$ cat src/rtl/uart_pkg.sv
// Shared UART definitions.
// Holds the frame constants and the receiver state encoding. The transmitter
// can import the same frame constants.
package uart_pkg;

  localparam int   UART_DATA_BITS  = 8;
  localparam logic UART_IDLE_LEVEL = 1'b1;

  // Receiver FSM states. The encoding is fixed so that the debug state port
  // reads the same value in every build.
  typedef enum logic [2:0] {
    IDLE  = 3'd0,
    START = 3'd1,
    DATA  = 3'd2,
    STOP  = 3'd3,
    BREAK = 3'd4
  } uart_rx_state_t;

endpackage : uart_pkg

$ cat src/rtl/uart_sync2.sv
// Two-flop synchronizer for a single asynchronous input.
// RESET_VAL sets the level both flops take during reset. Use the line's idle
// level so that reset never produces a false edge downstream.
// Ports:
//   clk_i  - destination clock
//   rst_ni - asynchronous active-low reset
//   d_i    - asynchronous input
//   q_o    - synchronized output, two clk_i cycles of latency
module uart_sync2 #(
  parameter logic RESET_VAL = 1'b1
) (
  input  logic clk_i,
  input  logic rst_ni,
  input  logic d_i,
  output logic q_o
);

  logic meta_q;
  logic sync_q;

  always_ff @(posedge clk_i or negedge rst_ni) begin
    if (!rst_ni) begin
      meta_q <= RESET_VAL;
      sync_q <= RESET_VAL;
    end else begin
      meta_q <= d_i;
      sync_q <= meta_q;
    end
  end

  assign q_o = sync_q;

endmodule : uart_sync2

$ cat src/rtl/uart_rx.sv
// 8N1 UART receiver.
// Deserialises an idle-high line: one start bit (0), 8 data bits LSB first,
// and one stop bit (1), each clocks_per_bit cycles long. Each good byte is
// presented for one cycle on out_data/out_valid and added to a running
// 32-bit checksum. A stop bit sampled low raises a one-cycle out_error and
// the receiver then waits for the line to return high before it looks for
// another start bit.
// Ports:
//   clk         - system clock
//   rst_n       - asynchronous active-low reset
//   rx          - serial line, asynchronous to clk, idle high
//   out_data    - last good byte, held until the next good byte
//   out_valid   - one-cycle pulse when out_data has just been updated
//   out_error   - one-cycle pulse on a framing error
//   out_sum     - sum of all good bytes since reset, modulo 2^32
//   dbg_state_o - current FSM state (uart_rx_state_t encoding)
// Handshake: out_valid has no ready. The consumer must take out_data in the
// cycle out_valid is high. out_valid and out_error are never high together.
module uart_rx
  import uart_pkg::*;
#(
  parameter int clocks_per_bit = 4
) (
  input  logic        clk,
  input  logic        rst_n,
  input  logic        rx,
  output logic [7:0]  out_data,
  output logic        out_valid,
  output logic        out_error,
  output logic [31:0] out_sum,
  output logic [2:0]  dbg_state_o
);

  localparam int CW   = $clog2(clocks_per_bit);
  localparam int HALF = (clocks_per_bit - 1) / 2;

  localparam logic [CW-1:0] CNT_LAST = CW'(clocks_per_bit - 1);
  localparam logic [CW-1:0] CNT_HALF = CW'(HALF);
  localparam logic [2:0]    IDX_LAST = 3'(UART_DATA_BITS - 1);

  logic rx_s;

  uart_sync2 #(
    .RESET_VAL(UART_IDLE_LEVEL)
  ) u_sync (
    .clk_i (clk),
    .rst_ni(rst_n),
    .d_i   (rx),
    .q_o   (rx_s)
  );

  uart_rx_state_t state_q;
  logic [CW-1:0]  cnt_q;
  logic [2:0]     idx_q;
  logic [7:0]     shift_q;
  logic [7:0]     data_q;
  logic           valid_q;
  logic           error_q;
  logic [31:0]    sum_q;

  always_ff @(posedge clk or negedge rst_n) begin
    if (!rst_n) begin
      state_q <= IDLE;
      cnt_q   <= '0;
      idx_q   <= '0;
      shift_q <= '0;
      data_q  <= '0;
      valid_q <= 1'b0;
      error_q <= 1'b0;
      sum_q   <= '0;
    end else begin
      // The status outputs are pulses. They are cleared here and set below
      // only on the stop-sample cycle.
      valid_q <= 1'b0;
      error_q <= 1'b0;
      case (state_q)
        IDLE: begin
          if (!rx_s) begin
            state_q <= START;
            cnt_q   <= CNT_HALF;
          end
        end
        START: begin
          if (cnt_q != '0) begin
            cnt_q <= cnt_q - 1'b1;
          end else if (!rx_s) begin
            state_q <= DATA;
            cnt_q   <= CNT_LAST;
            idx_q   <= '0;
          end else begin
            // The line went high again before mid-bit, so this was a glitch.
            state_q <= IDLE;
          end
        end
        DATA: begin
          if (cnt_q != '0) begin
            cnt_q <= cnt_q - 1'b1;
          end else begin
            shift_q <= {rx_s, shift_q[7:1]};
            cnt_q   <= CNT_LAST;
            if (idx_q == IDX_LAST) begin
              state_q <= STOP;
            end else begin
              idx_q <= idx_q + 3'd1;
            end
          end
        end
        STOP: begin
          if (cnt_q != '0) begin
            cnt_q <= cnt_q - 1'b1;
          end else if (rx_s) begin
            // Returning to IDLE at the stop-bit centre lets a start bit that
            // follows with no idle gap still be detected.
            data_q  <= shift_q;
            valid_q <= 1'b1;
            sum_q   <= sum_q + {24'b0, shift_q};
            state_q <= IDLE;
          end else begin
            error_q <= 1'b1;
            state_q <= BREAK;
          end
        end
        BREAK: begin
          // A line held low gives one error and no further frames.
          if (rx_s) begin
            state_q <= IDLE;
          end
        end
        default: state_q <= IDLE;
      endcase
    end
  end

  assign out_data    = data_q;
  assign out_valid   = valid_q;
  assign out_error   = error_q;
  assign out_sum     = sum_q;
  assign dbg_state_o = state_q;

endmodule : uart_rx

$ cat config.mk
export PLATFORM = sky130hd
export DESIGN_NAME = uart_rx
export DESIGN_NICKNAME = d
export VERILOG_FILES = /design/src/rtl/uart_pkg.sv /design/src/rtl/uart_sync2.sv /design/src/rtl/uart_rx.sv
export SDC_FILE = /design/constraint.sdc
export NUM_CORES = 1
export LEC_CHECK = 0
export CORE_UTILIZATION = 45
export DETAILED_ROUTE_END_ITERATION = 12
export DONT_BUFFER_PORTS = 1
export PLACE_DENSITY_LB_ADDON = 0.1
export SETUP_SLACK_MARGIN = 0.15
export SKIP_LAST_GASP = 1
export SYNTH_ARGS = -nofsm -noshare
export SYNTH_HDL_FRONTEND = slang
export SYNTH_SLANG_ARGS = --single-unit
$ cat constraint.sdc
create_clock -name clk -period 2.6 [get_ports clk]
set_input_delay 0.52 -clock clk [delete_from_list [all_inputs] [get_ports clk]]
set_output_delay 0.52 -clock clk [all_outputs]
set_load 0.01 [all_outputs]
==> reports/qor.yml, run 1 <==
setup_path:
  required_ps: 2810
  end_kind: "flip-flop"
  r2r_end: "out_sum[12]"
  start_kind: "flip-flop"
  path_max_fanout: 5
  reg2reg_depth: 7
  critical_path_class: "flip-flop to flip-flop"
  path_cells: "ha_1 > fa_1 > a211oi_2 > nor3_2 > o2111ai_2 > nor2_1 > xor2_1"
  cpPeakStageDelay_ps: 430
  r2r-start: "out_sum[0]"
  reg2reg_slack_ps: 340
  cp_slowest_cell: "dfrtp_1"
  crit_arrival_ps: 2470
power_and_ir_drop:
  vdd_drop_max_v: 0.000400
  clkPwrFrac: 0.291
  p_int_uw: 1830
  p_per_area_mw_per_mm2: 835
  power_frac_seq: 0.478
  swShare: 0.329
  p_sw_uw: 895
  p_leak_uw: 0.00154
  combPwrFrac: 0.230
place:
  place_ws_ps: 274
  port_buffers: 0
  place_congestion: 0.777
  hpwl_um: 3800
  placed_cells: 349
finish:
  fin_nets: 300
  num-fill-cells: 583
  drive_gt1_frac: 0.159
  final_cells: 367
  antenna_cells: 0
  fin_util: 0.513
  area_growth_syn_to_layout_pct: 9.96
clock_network:
  clock_latency_ps: 340
  clk_path_buf_depth: 2
  cts_root_buf: "clkbuf_8"
  cts_max_level: 3
  cts.sink_count: 60
  cts.clk_slew.worst_paths_ps: 60
  numCtsBuffers: 9
  cts_setup_buffers: 0
  cts_tree: "built"
grt:
  grt_first_pass_wirelength_um: 9870
  track_usage: 0.183
  grt_max_degree: 59
  grt_overflow: 0
  first_global_vias: 1994
  antenna_found_initial: 0
sta:
  period_minus_slack_ps: 2260
  timing.hold.ws_ps: 46.9
  timing.final.ws_setup_ps: 341
  drv_slew: 0
  setup_tns_ps: 0
  setup_viol: 0
  hold_viol_final: 0
  clock-skew-final_ps: 6.53
  fmax_mhz: 443
  relSlewSlack: 0.677
  timing.final.crit_share: 0.869
  rsz0062_at_grt: "false"
  worst_slew_pin_slew_ps: 483
floorplan:
  start_util: 0.467
  design.core.area_mm2: 0.00635
  num_rows: 29
  ios: 48
  fp.dieW_um: 83.2
  die_area_mm2: 0.00692
  die_h_um: 83.2
yosys:
  async_flop_share: 1.00
  yosysTopAreaCellShare: 0.489
  post-synth-top-count-cell: "dfrtp_1"
  syn_area_per_cell_um2: 10.7
  synth_edf_count: 0
  synth.distinct_cells: 47
  ys.flop_type: "dfrtp_1"
  ys_seq_area_frac: 0.507
  syn_inst: 277
  yosysWarnings: 0
  ys_top_cells_by_area: "dfrtp_1, nand2_1, xnor2_1"
  yosys_register_bits: 60
  synth.cell_area_mm2: 0.00297
  synthTopCellsByCount: "dfrtp_1, nand2_1, a21oi_1, xnor2_1, nor2_1"
  yosysTopAreaCell: "dfrtp_1"
  synthesis.nets: 292
detailed_routing:
  antenna_left: 0
  drc: 0
  dr.first_iter.drc_count: 83
  wl_per_cell_um: 15.3
  drt_first_pass_iters: 4
  wirelength_um: 5630
  via_count: 1987
  viasPerCell: 5.41
flow_run:
  maxCapViolCount: 0
run_status:
  outcome: "finished, final reports clean"
hold_path:
  hp-class: "input port to asynchronous set/reset pin"
-- power by group through the flow --
stage          Combinational [µW]  Sequential (µW)  Clock, µW
2_1_floorplan                 549             1260          0
3_3_place_gp                  599             1320          0
3_5_place_dp                  613             1330          0
4_1_cts                       634             1310        820
5_1_grt                       724             1340        860
6_report                      627             1300        793
-- worst max-delay path, delay by kind of cell, from the launching register on --
kind,cells,cell delay [ps]
flops,1,430
compound gates,2,660
xor+xnor,1,150
fa+ha+maj,2,690
simple gates,2,200
-- stage by stage --
| step | area [µm²] | power, µW |
|---|---|---|
| floorplan | 2970 | 1800 |
| global placement | 3030 | 1920 |
| detailed placement | 3030 | 1940 |
| CTS | 3250 | 2760 |
| global route | 3260 | 2920 |
| finish | 3260 | 2720 |
-- final cells by class --
class	instances	area [µm²]	share of cell area
sequential	60	1500	0.461
multi-input combinational	202	1390	0.427
clock buffer	11	131	0.0403
tap	77	96.3	0.0295
clock inverter	5	52.6	0.0161
timing repair buffer	4	52.6	0.0161
inverter	8	31.3	0.00959
-- state kept, by name (all words and copies together) (netlist names) --
signal	flops
cnt_q	2
dbg_state_o	3
idx_q	3
out_data	8
out_error	1
out_sum	32
out_valid	1
shift_q	8
u_sync.meta_q	1
u_sync.q_o	1
-- per-layer routing --
layer / vias to the layer above / GRT usage / wire length, µm
li1: 989 / - / -
met5: - / 0 / 0
met2: 41 / 0.262 / 2480
met3: 13 / 0.0626 / 283
met1: 944 / 0.246 / 2750
met4: 0 / 0.0925 / 122
-- placed cells by master, fill, tap and decap left out, drive strengths merged, types with 2 or more instances in the layout --
cell     count
o21ai       13
nor3         9
buf          3
and4         2
nor2        14
dfrtp       58
inv          7
mux2        10
nor2b        3
xnor2       17
xor2        12
nand3        9
o211ai       2
nand2       48
a21o         4
a22o         2
o2111ai      5
a21oi       17
or2          2
and3         2
nand4        7
ha          11
clkbuf      11
dfstp        2
clkinv       4
a211oi       2
-- worst max-delay path by stage --
stage / startpoint / endpoint / cells after the start / slack (ps)
CTS: out_sum[0] / out_sum[12] / 7 / 240
detailed placement: out_sum[0] / out_sum[16] / 7 / 270
global route: out_sum[0] / out_sum[14] / 7 / 170
global placement: out_sum[0] / out_sum[22] / 7 / 290
finish: out_sum[0] / out_sum[12] / 7 / 340
floorplan: out_sum[0] / out_sum[12] / 7 / 470
-- what timing repair did --
item,CTS,global route
hold endpoints to repair,58,2
setup endpoints to repair,0,7
hold buffers,1,1
gates resized for setup,0,1
-- cells by family (layout without fill, tap and decap cells) --
| logic type | Yosys count | after routing | share of synthesized area |
|---|---|---|---|
| AOI/OAI and AO/OA | 50 | 50 | 0.116 |
| xor gates and xnor gates | 29 | 29 | 0.0857 |
| adders and majority gates | 12 | 12 | 0.0532 |
| buffers and inverters | 15 | 28 | 0.0249 |
| DFF | 60 | 60 | 0.507 |
| muxes | 10 | 10 | 0.0380 |
| and+or+nand+nor | 101 | 101 | 0.176 |
No activity file was read; power rests on OpenSTA's default activity.
==> run 2, diff against run 1 <==
--- a/config.mk
+++ b/config.mk
@@ -5,6 +5,7 @@
 export SDC_FILE = /design/constraint.sdc
 export NUM_CORES = 1
 export LEC_CHECK = 0
+export CORE_MARGIN = 1.5
 export CORE_UTILIZATION = 45
 export DETAILED_ROUTE_END_ITERATION = 12
 export DONT_BUFFER_PORTS = 1
==> run 2 against run 1 <==
  * Global-route usage increased by 0.23 points
  * Clock power grew 6.6%
  * Non-clock buffer count decreased by 1
  * Clock skew up 6.1 ps
  * Utilization up 0.059 points
  * Die area increased by 2.4%
  * Largest cell class unchanged
  * Largest power group unchanged
  * Highest routed layer unchanged
==> reports/qor.yml, run 2 (same netlist as run 1, synthesis figures left out) <==
run_status:
  outcome: "finished, final reports clean"  # unchanged
finish:
  mostFrequentLayoutCell: "dfrtp_1"  # unchanged
  area_growth_syn_to_layout_pct: 10.1  # was 9.96%
  fin_nets: 299  # was 300
  num-fill-cells: 583  # unchanged
  regArea_mm2: 0.00150  # unchanged
  antenna_cells: 0  # unchanged
  drive_gt1_frac: 0.156  # was 0.159
  largest_reg_flops: 32  # unchanged
  multi_input_area_mm2: 0.00139  # unchanged
  final_cell_mix: "dfrtp_1, nand2_1, a21oi_1, xnor2_1, nor2_1"  # unchanged
setup_path:
  cpLargestDelayFamily: "adder cells"  # unchanged
  critPathBufInv: 0  # unchanged
  path_max_fanout: 4  # was 5
  reg2reg_depth: 7  # unchanged
  r2r-start: "out_sum[0]"  # unchanged
  start_kind: "flip-flop"  # unchanged
  required_ps: 2810  # about the same
  end_kind: "flip-flop"  # unchanged
  cp_slowest_cell: "dfrtp_1"  # unchanged
  crit_arrival_ps: 2440  # was 2470 ps
  path_cells: "ha_1 > fa_1 > a211oi_2 > nor3_2 > o2111ai_2 > nor2_1 > xor2_1"  # unchanged
  r2r_end: "out_sum[22]"  # was out_sum[12]
  critical_path_class: "flip-flop to flip-flop"  # unchanged
  cpPeakStageDelay_ps: 430  # about the same
  reg2reg_slack_ps: 370  # was 340 ps
grt:
  grt_first_pass_wirelength_um: 10200  # was 9870 µm
  first_global_vias: 1981  # was 1,994
  grt_max_degree: 59  # unchanged
  track_usage: 0.185  # was 0.183
  antenna_found_initial: 0  # unchanged
  grt_overflow: 0  # unchanged
place:
  port_buffers: 0  # unchanged
  hpwl_um: 3970  # was 3800 µm
  place_congestion: 0.750  # was 0.777
sta:
  fmax_mhz: 448  # was 443 MHz
  drv_slew: 0  # unchanged
  hold_viol_final: 0  # unchanged
  setup_tns_ps: 0  # unchanged
  setup_viol: 0  # unchanged
  worst_slew_pin_slew_ps: 471  # was 483 ps
  timing.final.crit_share: 0.858  # was 0.869
  clock-skew-final_ps: 12.6  # was 6.53 ps
  timing.hold.ws_ps: 32.1  # was 46.9 ps
  relSlewSlack: 0.685  # was 0.677
  period_minus_slack_ps: 2230  # was 2260 ps
  rsz0062_at_grt: "false"  # unchanged
power_and_ir_drop:
  p_leak_uw: 0.00155  # was 0.00154 µW
  vdd_drop_max_v: 0.000464  # was 0.000400 V
  p_per_area_mw_per_mm2: 853  # was 835 mW/mm²
clock_network:
  cts.clk_slew.worst_paths_ps: 60  # about the same
  cts_root_buf: "clkbuf_8"  # unchanged
  cts_setup_buffers: 0  # unchanged
  clock_latency_ps: 340  # about the same
  numCtsBuffers: 9  # unchanged
  clk_path_buf_depth: 2  # unchanged
  cts_tree: "built"  # unchanged
  cts.sink_count: 60  # unchanged
  cts_max_level: 3  # unchanged
floorplan:
  start_util: 0.467  # unchanged
  die_area_mm2: 0.00709  # was 0.00692 mm²
  design.core.area_mm2: 0.00635  # unchanged
  fp.dieW_um: 84.2  # was 83.2 µm
  ios: 48  # unchanged
  num_rows: 29  # unchanged
  die_h_um: 84.2  # was 83.2 µm
flow_run:
  maxCapViolCount: 0  # unchanged
hold_path:
  hp-class: "input port to asynchronous set/reset pin"  # unchanged
detailed_routing:
  wirelength_um: 5930  # was 5630 µm
  via_count: 1988  # was 1,987
  viasPerCell: 5.43  # was 5.41
  drc: 0  # unchanged
  dr.first_iter.drc_count: 65  # was 83
  antenna_left: 0  # unchanged
  wl_per_cell_um: 16.2  # was 15.3 µm
  drt_first_pass_iters: 6  # was 4
[run 2: cell count changes in the layout (fill, tap and decap cells not counted)]
| cell | delta |
|---|---|
| clkbuf_1 | +1 |
| clkbuf_8 | +2 |
| clkinv_2 | -2 |
| clkinvlp_4 | -1 |
| dlygate4sd3_1 | -1 |
[run 2: how the worst max path moves through the flow]
stage | from | to | slack, ps | depth (start not counted)
finish | out_sum[0] | out_sum[22] | 370 | 7
global route | out_sum[0] | out_sum[22] | 230 | 7
CTS | out_sum[0] | out_sum[22] | 240 | 7
detailed placement | out_sum[0] | out_sum[22] | 250 | 7
global placement | out_sum[0] | out_sum[12] | 290 | 7
floorplan | out_sum[0] | out_sum[12] | 470 | 7
[run 2: per-stage QoR]
stage / cells / util / power [µW] / area (µm²) / worst slack (ps)
floorplan: 277 / - / 1800 / 2970 / 468
global placement: 349 / 0.478 / 1920 / 3030 / 292
detailed placement: 349 / 0.478 / 1940 / 3030 / 252
CTS: 366 / 0.513 / 2820 / 3260 / 244
global route: 366 / 0.514 / 2980 / 3260 / 227
finish: 366 / 0.514 / 2790 / 3260 / 368
[run 2: per-layer routing]
| layer | share of wire | routed length (µm) | GRT usage |
|---|---|---|---|
| met1 | 0.48 | 2840 | 0.249 |
| met2 | 0.45 | 2660 | 0.276 |
| met3 | 0.054 | 321 | 0.0580 |
| met4 | 0.018 | 109 | 0.0849 |
| met5 | 0 | 0 | 0 |
[run 2: power by group]
part | total, µW | leakage (µW) | internal (µW) | switching, µW
sequential | 1310 | 0.000814 | 1090 | 217
combinational | 632 | 0.000631 | 295 | 337
clock | 845 | 0.000101 | 495 | 350
total | 2790 | 0.00155 | 1880 | 903
[run 2: layout make-up]
type / count / share of cell area
flip-flops and latches: 60 / 0.461
inverters: 8 / 0.00958
clock buffers: 14 / 0.0498
repair buffers: 3 / 0.0130
clock inverters: 2 / 0.0107
well taps: 77 / 0.0295
multi-input cells: 202 / 0.427
[run 2: what timing repair did]
| action | CTS | global route |
|---|---|---|
| gates resized for setup | 0 | 1 |
| endpoints found under the setup margin | 0 | 6 |
| hold buffers | 1 | 0 |
| hold endpoints to repair | 58 | 0 |
